[config.mk]
export PLATFORM = sky130hd
export DESIGN_NAME = mpu_sequencer
export DESIGN_NICKNAME = d
export VERILOG_FILES = /design/src/rtl/mpu_sequencer.sv
export SDC_FILE = /design/constraint.sdc
export NUM_CORES = 1
export LEC_CHECK = 0
export ABC_AREA = 1
export CORE_ASPECT_RATIO = 1.4
export CORE_UTILIZATION = 63
export DETAILED_ROUTE_END_ITERATION = 6
export DONT_BUFFER_PORTS = 1
export PLACE_DENSITY = 0.78
export SLEW_MARGIN = 25
export SYNTH_ARGS = -nofsm -noshare
export SYNTH_HDL_FRONTEND = slang
export SYNTH_SLANG_ARGS = --single-unit
[constraint.sdc]
create_clock -name clk -period 2.2 [get_ports clk]
set_input_delay 0.33 -clock clk [delete_from_list [all_inputs] [get_ports clk]]
set_output_delay 0.33 -clock clk [all_outputs]
set_load 0.01 [all_outputs]
[src/rtl/mpu_sequencer.sv]
// mpu_sequencer
//   Microcode sequencer that feeds the 3-register MPU datapath. A small
//   writable program store of CW-bit control words is replayed onto the
//   control bus c, one word per cycle, after start. Supports hold (stall),
//   abort, one-shot and looping runs. c is NOP (all zero) whenever no word
//   is issued.
//
// Ports
//   clk, rstn            clock, asynchronous active-low reset
//   prog_we/addr/data    program store write port (accepted only when idle)
//   start                begin execution (accepted only when idle)
//   last_addr, loop      run shape, latched on an accepted start
//   hold                 stall: NOP issued, pointer frozen
//   abort                terminate the current run immediately
//   c                    registered control word to the datapath
//   busy                 sequencer is not idle
//   done                 one-cycle pulse after a one-shot run completes
//   issued               words issued since the last start (wraps mod 256)
module mpu_sequencer #(
    parameter int AW    = 4,
    parameter int DEPTH = 2**AW,
    parameter int CW    = 9
) (
    input  logic          clk,
    input  logic          rstn,
    input  logic          prog_we,
    input  logic [AW-1:0] prog_addr,
    input  logic [CW-1:0] prog_data,
    input  logic          start,
    input  logic [AW-1:0] last_addr,
    input  logic          loop,
    input  logic          hold,
    input  logic          abort,
    output logic [CW-1:0] c,
    output logic          busy,
    output logic          done,
    output logic [7:0]    issued
);

    typedef enum logic [1:0] {IDLE, RUN, FINISH} state_t;

    state_t        state_q;
    logic [AW-1:0] ptr_q;
    logic [AW-1:0] last_q;
    logic          loop_q;
    logic [CW-1:0] c_q;
    logic          done_q;
    logic [7:0]    issued_q;
    logic [CW-1:0] mem_q [0:DEPTH-1];
    logic          wr_en_d;

    // Writes land only while idle. A write coinciding with an accepted
    // start still lands, so the first fetch (one edge later) sees it.
    assign wr_en_d = prog_we && (state_q == IDLE);

    // Program store is deliberately outside the reset domain: a reset in
    // the middle of a run keeps the loaded program intact.
    always_ff @(posedge clk) begin
        if (wr_en_d)
            mem_q[prog_addr] <= prog_data;
    end

    always_ff @(posedge clk or negedge rstn) begin
        if (!rstn) begin
            state_q  <= IDLE;
            ptr_q    <= '0;
            last_q   <= '0;
            loop_q   <= 1'b0;
            c_q      <= '0;
            done_q   <= 1'b0;
            issued_q <= '0;
        end else begin
            case (state_q)
                IDLE: begin
                    c_q    <= '0;
                    done_q <= 1'b0;
                    // abort has no meaning here; start always wins
                    if (start) begin
                        ptr_q    <= '0;
                        last_q   <= last_addr;
                        loop_q   <= loop;
                        issued_q <= '0;
                        state_q  <= RUN;
                    end
                end
                RUN: begin
                    done_q <= 1'b0;
                    if (abort) begin
                        c_q     <= '0;
                        state_q <= IDLE;
                    end else if (hold) begin
                        c_q <= '0;
                    end else begin
                        c_q      <= mem_q[ptr_q];
                        issued_q <= issued_q + 8'd1;
                        if (ptr_q == last_q) begin
                            if (loop_q)
                                ptr_q <= '0;
                            else
                                state_q <= FINISH;
                        end else begin
                            ptr_q <= ptr_q + AW'(1);
                        end
                    end
                end
                FINISH: begin
                    // hold is ignored; only abort suppresses the done pulse
                    c_q     <= '0;
                    done_q  <= !abort;
                    state_q <= IDLE;
                end
                default: begin
                    c_q     <= '0;
                    done_q  <= 1'b0;
                    state_q <= IDLE;
                end
            endcase
        end
    end

    assign c      = c_q;
    assign busy   = (state_q != IDLE);
    assign done   = done_q;
    assign issued = issued_q;

endmodule

==> metrics.csv, run 1 <==
metric,value,unit
TritonRoute pass-1 iters,6,
Max VDD drop,0.624,mV
Fin. Hold Viols,0,
Post-Syn Area,0.00726,mm^2
Worst Path Required,2.33,ns
Synth Area in Simple Gates,21.2,%
DPL Wire Length,10.5,mm
top cell type's share of synthesized area,59.5,%
Vias,4972,
Worst Setup Path Type,register to register,
Final Setup Violations,0,
Worst setup EP type,register,
Setup TNS Final,0,ns
Sequential Power Share,44.1,%
clock power share,33.4,%
die area,0.0120,mm^2
clk buf depth,2,
Final Net Count,721,
Die Wd,92.7,um
"Seq/Total Area, Yosys",69.5,%
via count of the first global-routing pass,4912,
layout cell share with drive strength beyond 1,10.3,%
# H-tree levels,4,
DP Area,0.00746,mm^2
final non-filler cell total,852,
Post-Synth Adder-Cell Area,0.345,%
Setup crit start kind,register,
max-cap viol count,0,
first-pass GRT wire length,25.2,mm
Ports,43,
most frequent CP cell,nor2_1,
# diodes,0,
Worst EP arrival,2.12,ns
RSZ-0062 raised after global routing,no,
Sw Ratio,31.4,%
"CP delay by family, top",simple AND/OR/NAND/NOR gates,
Yosys cell types,28,
Die Ht,129,um
drt initial violations,478,
Clock transition at path regs,0.07,ns
crit path max fanout,9,
"reg-to-reg slack, setup",0.21,ns
net load switching power,2.75,mW
fin crit share,90.5,%
Comb power frac,22.4,%
Clock Root Buffer,clkbuf_16,
post-synthesis mux area share,0,%
"Avg Cell Area, Syn",10.9,um^2
Std-Cell Rows,46,
Area Growth Syn to Fin,13.3,%
post-synth top area cell,edfxtp_1,
relative slew slack,44.2,%
initial antenna violation count,0,
Routed Antenna Nets,0,
cell internal pwr,6.01,mW
synth top area cells,"edfxtp_1 60%, dfrtp_1 10%, nand2_1 9.6%, nand3_1 5.4%, nor2_1 4.4%",
DRC viols,0,
GPL Wtd Cong,0.901,
Total Wirelength,16.8,mm
"slowest stage delay, CP",0.42,ns
CTS tree,built,
Ys Warns,0,
f_max,502,MHz
vias per inst,5.84,
worst hold path class,primary input to register,
worst path cell trace,"nor2_1, inv_2, nor2_2, nand3_1, nor2_1, buf_4",
Post-Synthesis Cells,664,
Starting Density,64.4,%
leakage dissipation,3.26,nW
GR Overflow Total,0,
#FFs+latches synth,173,
status,"finished, final reports clean",
CP max-delay cell,dfrtp_1,
clk sinks,173,
largest family of logic cells by synthesized area,simple AND/OR/NAND/NOR gates,
syn_nets,690,
fin. max-slew vios,0,
compound-cell area share of the yosys netlist,4.10,%
Port Buffers,0,
worst-margin pin slew,0.835,ns
gr usage total,29.5,%
PD cells,1060,mW/mm^2
fin area,0.00823,mm^2
Bufs and invs on worst path,2,
Synth Area in XOR/XNOR,0.362,%
Skew-Pair Late Insertion Delay,0.43,ns
core box area,0.0113,mm^2
largest net degree at the start of global routing,66,
Tmin final,1.99,ns
CTS Buf Count,17,
WL/cell,19.7,um
dpl cells,803,
Layout Skew,0.00569,ns
## synthesized netlist by cell type
cell,instances
a21oi_1,17
a21oi_4,1
buf_2,16
buf_4,6
buf_6,2
clkbuf_1,3
dfrtp_1,29
edfxtp_1,144
ha_1,2
inv_1,37
inv_2,7
nand2_1,185
nand2_2,3
nand2_4,2
nand3_1,79
nand4_1,1
nand4_4,1
nor2_1,86
nor2_2,1
nor2_4,2
nor2_8,1
nor3_1,2
o211ai_1,9
o21ai_0,21
o21ai_1,3
o21ai_2,1
xnor2_1,1
xor2_1,2
## power by group through the flow
stage	Sequential (mW)	Combinational [mW]	Clock, mW
2_1_floorplan	3.89	1.48	0
3_3_place_gp	3.92	1.77	0
3_5_place_dp	3.93	1.83	0
4_1_cts	3.86	1.94	2.94
5_1_grt	3.88	2.18	3.07
6_report	3.86	1.97	2.93
## routing by layer
metal / vias up / wire, um / share of wire, % / GRT usage (%)
met1: 2352 / 5850 / 35 / 32.7
met3: 47 / 1520 / 9.1 / 7.57
met5: - / 0 / 0 / 0
met2: 278 / 8690 / 52 / 52.0
li1: 2295 / - / - / -
met4: 0 / 697 / 4.2 / 15.8
## metrics by stage
stage / utilization [%] / hold slack [ns] / setup slack, ns / total power [mW]
after floorplan: - / 0.0344 / 0.387 / 5.37
after global placement: 66.2 / 0.0349 / 0.220 / 5.69
after detailed placement: 66.2 / 0.0350 / 0.122 / 5.76
after CTS: 72.9 / 0.0634 / 0.101 / 8.75
after global routing: 73.0 / 0.0671 / 0.121 / 9.13
final: 73.0 / 0.0705 / 0.209 / 8.76
## cell type report
type                            instances  area [um^2]
Sequential cell                       173         5050
Clock inverter                         12          138
Multi-Input combinational cell        420         1890
Clock buffer                           20          447
Inverter                               44          165
Fill cell                             727         3050
Timing Repair Buffer                   39          358
Tap cell                              144          180
## path summary, 6_finish.rpt
kind | from | to | cells after the start
setup / recovery | state_q[0] | mem_q[13][2] | 6
hold / removal | last_addr[2] | last_q[2] | 2
setup reg to reg | state_q[0] | mem_q[13][2] | 6
hold reg to reg | last_q[3] | last_q[3] | 2
max in group asynchronous | rstn | ptr_q[0] | 2
min in group asynchronous | rstn | last_q[0] | 2
## repair_timing
action,in CTS,in global routing
endpoints found under the setup margin,0,13
resized for setup,0,1
buffers inserted,0,0
endpoints found under the hold margin,162,0
hold buffers,17,0
## cells in the final DEF (no fill, tap or decap)
| cell | count |
|---|---|
| dlygate4sd3_1 | 16 |
| nand2_1 | 185 |
| inv_2 | 7 |
| o21ai_1 | 3 |
| inv_6 | 3 |
| clkinvlp_4 | 1 |
| nand4_4 | 1 |
| buf_12 | 2 |
| clkinv_2 | 1 |
| nor2_4 | 2 |
| buf_4 | 21 |
| edfxtp_1 | 144 |
| o21ai_0 | 21 |
| xor2_1 | 2 |
| clkbuf_1 | 2 |
| dfrtp_1 | 28 |
| nand3_1 | 79 |
| nor3_1 | 2 |
| dfrtp_2 | 1 |
| nor2_2 | 2 |
| clkbuf_8 | 1 |
| clkinv_4 | 4 |
| nor2_1 | 85 |
| nand2_2 | 3 |
| nor2_8 | 1 |
| bufinv_16 | 2 |
| clkinv_1 | 1 |
| inv_1 | 37 |
| clkbuf_16 | 17 |
| ha_1 | 2 |
| nand4_1 | 1 |
| xnor2_1 | 1 |
| nand2_4 | 2 |
| o21ai_2 | 1 |
| o211ai_1 | 9 |
| a21oi_1 | 17 |
| a21oi_4 | 1 |
## registers in the layout (all words and copies together), names as in the netlist
register and cells:
ptr_q 4, c 9, state_q 2, mem_q 144
loop_q 1, issued 8, done 1, last_q 4
## cells by family after synthesis
family | after synthesis
compound gates | 52
xor+xnor | 3
fa+ha+maj | 2
buf+inv | 71
flops | 173
simple gates | 363
No activity file was read; power rests on OpenSTA's default activity.
==> run 2: changes to the inputs <==
ABC_AREA = not set   (was 1)
SLEW_MARGIN = 20   (was 25)
==> metrics.csv, run 2 <==
metric,value,unit,change
Port Buffers,0,,unchanged
status,"finished, final reports clean",,unchanged
Worst setup EP type,register,,unchanged
clk buf depth,2,,unchanged
Max VDD drop,0.793,mV,was 0.624 mV
Skew-Pair Late Insertion Delay,0.41,ns,was 0.43 ns
"FFs w/ async S/R, synth",16.8,%,unchanged
Sw Ratio,25.8,%,was 31.4%
Largest Register,mem_q,,unchanged
syn_nets,374,,was 690
TritonRoute pass-1 iters,4,,was 6
Yosys cell types,42,,was 28
Starting Density,64.8,%,was 64.4%
Worst EP arrival,2.33,ns,was 2.12 ns
Fillers,548,,was 727
most common flop cell mapped by yosys,edfxtp_1,,unchanged
fin. max-slew vios,0,,unchanged
die area,0.0111,mm^2,was 0.0120 mm^2
number of synthesized flops with an enable pin,144,,unchanged
# H-tree levels,4,,unchanged
net load switching power,2.27,mW,was 2.75 mW
GPL Wtd Cong,0.733,,was 0.901
Ys Warns,0,,unchanged
synth top area cells,"edfxtp_1 64%, mux4_2 12%, dfrtp_1 11%, mux2i_1 1.3%, nand2_1 1.1%",,"was edfxtp_1 60%, dfrtp_1 10%, nand2_1 9.6%, nand3_1 5.4%, nor2_1 4.4%"
relative slew slack,56.4,%,was 44.2%
Setup crit start kind,register,,unchanged
"commonest non-fill, non-tap cell in the layout",edfxtp_1,,was nand2_1
Area Growth Syn to Fin,17.2,%,was 13.3%
Final Setup Violations,0,,unchanged
crit path max fanout,9,,unchanged
worst path cell trace,"or4b_1, nor3b_4, a22oi_1, o21ai_0",,"was nor2_1, inv_2, nor2_2, nand3_1, nor2_1, buf_4"
Die Wd,89.5,um,was 92.7 um
Clock transition at path regs,0.06,ns,was 0.07 ns
total setup buffers inserted after CTS,0,,unchanged
Sequential Power Share,44.0,%,was 44.1%
sequential cell area,0.00505,mm^2,unchanged
Layout Skew,0.00508,ns,was 0.00569 ns
area of the multi-input gates,0.00164,mm^2,was 0.00189 mm^2
clk sinks,173,,unchanged
Ports,43,,unchanged
Vias,3485,,was 4972
most numerous cell in the Yosys netlist,edfxtp_1,,was nand2_1
DRC viols,0,,unchanged
Die Ht,124,um,was 129 um
Setup TNS Final,0,ns,unchanged
largest net degree at the start of global routing,30,,was 66
Clock Root Buffer,clkbuf_16,,unchanged
Std-Cell Rows,44,,was 46
GR Overflow Total,0,,unchanged
worst-margin pin slew,0.652,ns,was 0.835 ns
RSZ-0062 raised after global routing,no,,unchanged
core box area,0.0104,mm^2,was 0.0113 mm^2
most frequent cells in the layout,"144 x edfxtp_1, 36 x mux4_2, 28 x dfrtp_1",,"was 185 x nand2_1, 144 x edfxtp_1, 85 x nor2_1"
total power,8.81,mW,was 8.76 mW
Post-Syn Area,0.00675,mm^2,was 0.00726 mm^2
Post-Synthesis Cells,348,,was 664
Final Net Count,420,,was 721
DPL Wire Length,8.52,mm,was 10.5 mm
Bufs and invs on worst path,0,,was 2
Fin. Hold Viols,0,,unchanged
drt initial violations,284,,was 478
fin crit share,92.2,%,was 90.5%
Worst Setup Path Type,register to register,,unchanged
WL/cell,26.1,um,was 19.7 um
worst hold path class,primary input to register,,unchanged
"CP delay by family, top",simple AND/OR/NAND/NOR gates,,unchanged
Comb power frac,19.7,%,was 22.4%
via count of the first global-routing pass,3655,,was 4912
PD cells,1110,mW/mm^2,was 1060 mW/mm^2
max reg flops,144,,unchanged
gr usage total,28.1,%,was 29.5%
clock power share,36.3,%,was 33.4%
f_max,493,MHz,was 502 MHz
Total Wirelength,14.2,mm,was 16.8 mm
initial antenna violation count,1,,was 0
"Seq/Total Area, Yosys",74.9,%,was 69.5%
CTS tree,built,,unchanged
post-synth top area cell,edfxtp_1,,unchanged
vias per inst,6.38,,was 5.84
CP max-delay cell,or4b_1,,was dfrtp_1
Post-synth top cells,"144 x edfxtp_1, 36 x mux4_2, 29 x dfrtp_1, 19 x nand2_1, 18 x nor2_1",,"was 185 x nand2_1, 144 x edfxtp_1, 86 x nor2_1, 79 x nand3_1, 37 x inv_1"
CTS Buf Count,17,,unchanged
"slowest stage delay, CP",0.72,ns,was 0.42 ns
first-pass GRT wire length,21.2,mm,was 25.2 mm
layout cell share with drive strength beyond 1,25.3,%,was 10.3%
Routed Antenna Nets,0,,unchanged
leakage dissipation,2.68,nW,was 3.26 nW
Worst Path Required,2.50,ns,was 2.33 ns
#FFs+latches synth,173,,unchanged
Tmin final,2.03,ns,was 1.99 ns
"Avg Cell Area, Syn",19.4,um^2,was 10.9 um^2
cell internal pwr,6.54,mW,was 6.01 mW
top cell type's share of synthesized area,64.1,%,was 59.5%
max-cap viol count,0,,unchanged
## run 2: path summary, 6_finish.rpt
check / from / endpoint / cells after the start / slack (ns)
setup / recovery: state_q[1] / c[6] / 4 / 0.17
hold / removal: loop / loop_q / 2 / 0.03
setup reg to reg: state_q[1] / c[6] / 4 / 0.17
hold reg to reg: last_q[1] / last_q[1] / 2 / 0.51
max in group asynchronous: rstn / ptr_q[0] / 2 / 1.63
min in group asynchronous: rstn / last_q[2] / 2 / 0.40
## run 2: power groups by stage
| stage | logic (mW) | clock network (mW) | registers, mW |
|---|---|---|---|
| after floorplan | 1.23 | 0 | 3.89 |
| after global placement | 1.62 | 0 | 3.93 |
| after detailed placement | 1.64 | 0 | 3.94 |
| after CTS | 1.75 | 3.23 | 3.88 |
| after global routing | 1.86 | 3.36 | 3.90 |
| final | 1.74 | 3.19 | 3.88 |
## run 2: kinds of logic after synthesis
logic type	count (synthesis)	synth area share, %
flops	173	74.9
simple gates	67	5.51
mux	47	13.7
compound gates	35	3.47
buf+inv	15	0.927
xor+xnor	9	1.17
fa+ha+maj	2	0.371
## run 2: repair_timing
action,CTS,global route
hold buffers,14,2
endpoints found under the setup margin,0,9
gates resized for setup,0,1
endpoints found under the hold margin,155,9
## run 2: stage by stage
step                utilization (%)  cells  hold WS [ns]  setup WS (ns)  area, um^2
floorplan                         -    348        0.0344         0.0599        6750
global placement               68.0    497        0.0349          0.319        7070
detailed placement             68.0    497        0.0349          0.209        7070
CTS                            75.7    543      0.000734          0.177        7880
global route                   76.0    546        0.0260         0.0334        7900
finish                         76.0    546        0.0304          0.171        7900
## run 2: final cells by class
cell class	count	area share (%)
diodes	1	0.0317
clock buffers	22	6.82
clock inverters	10	1.47
inverters	1	0.0475
multi-input cells	160	20.7
flip-flops and latches	173	63.9
well taps	138	2.18
repair buffers	41	4.84
## run 2: layer usage
layer  routed length, um  global-route usage, %  vias up
met2                7910                   47.4      134
li1                    -                      -     1508
met4                 350                   10.1        0
met1                5170                   34.1     1817
met3                 816                   8.15       26
met5                   0                      0        -
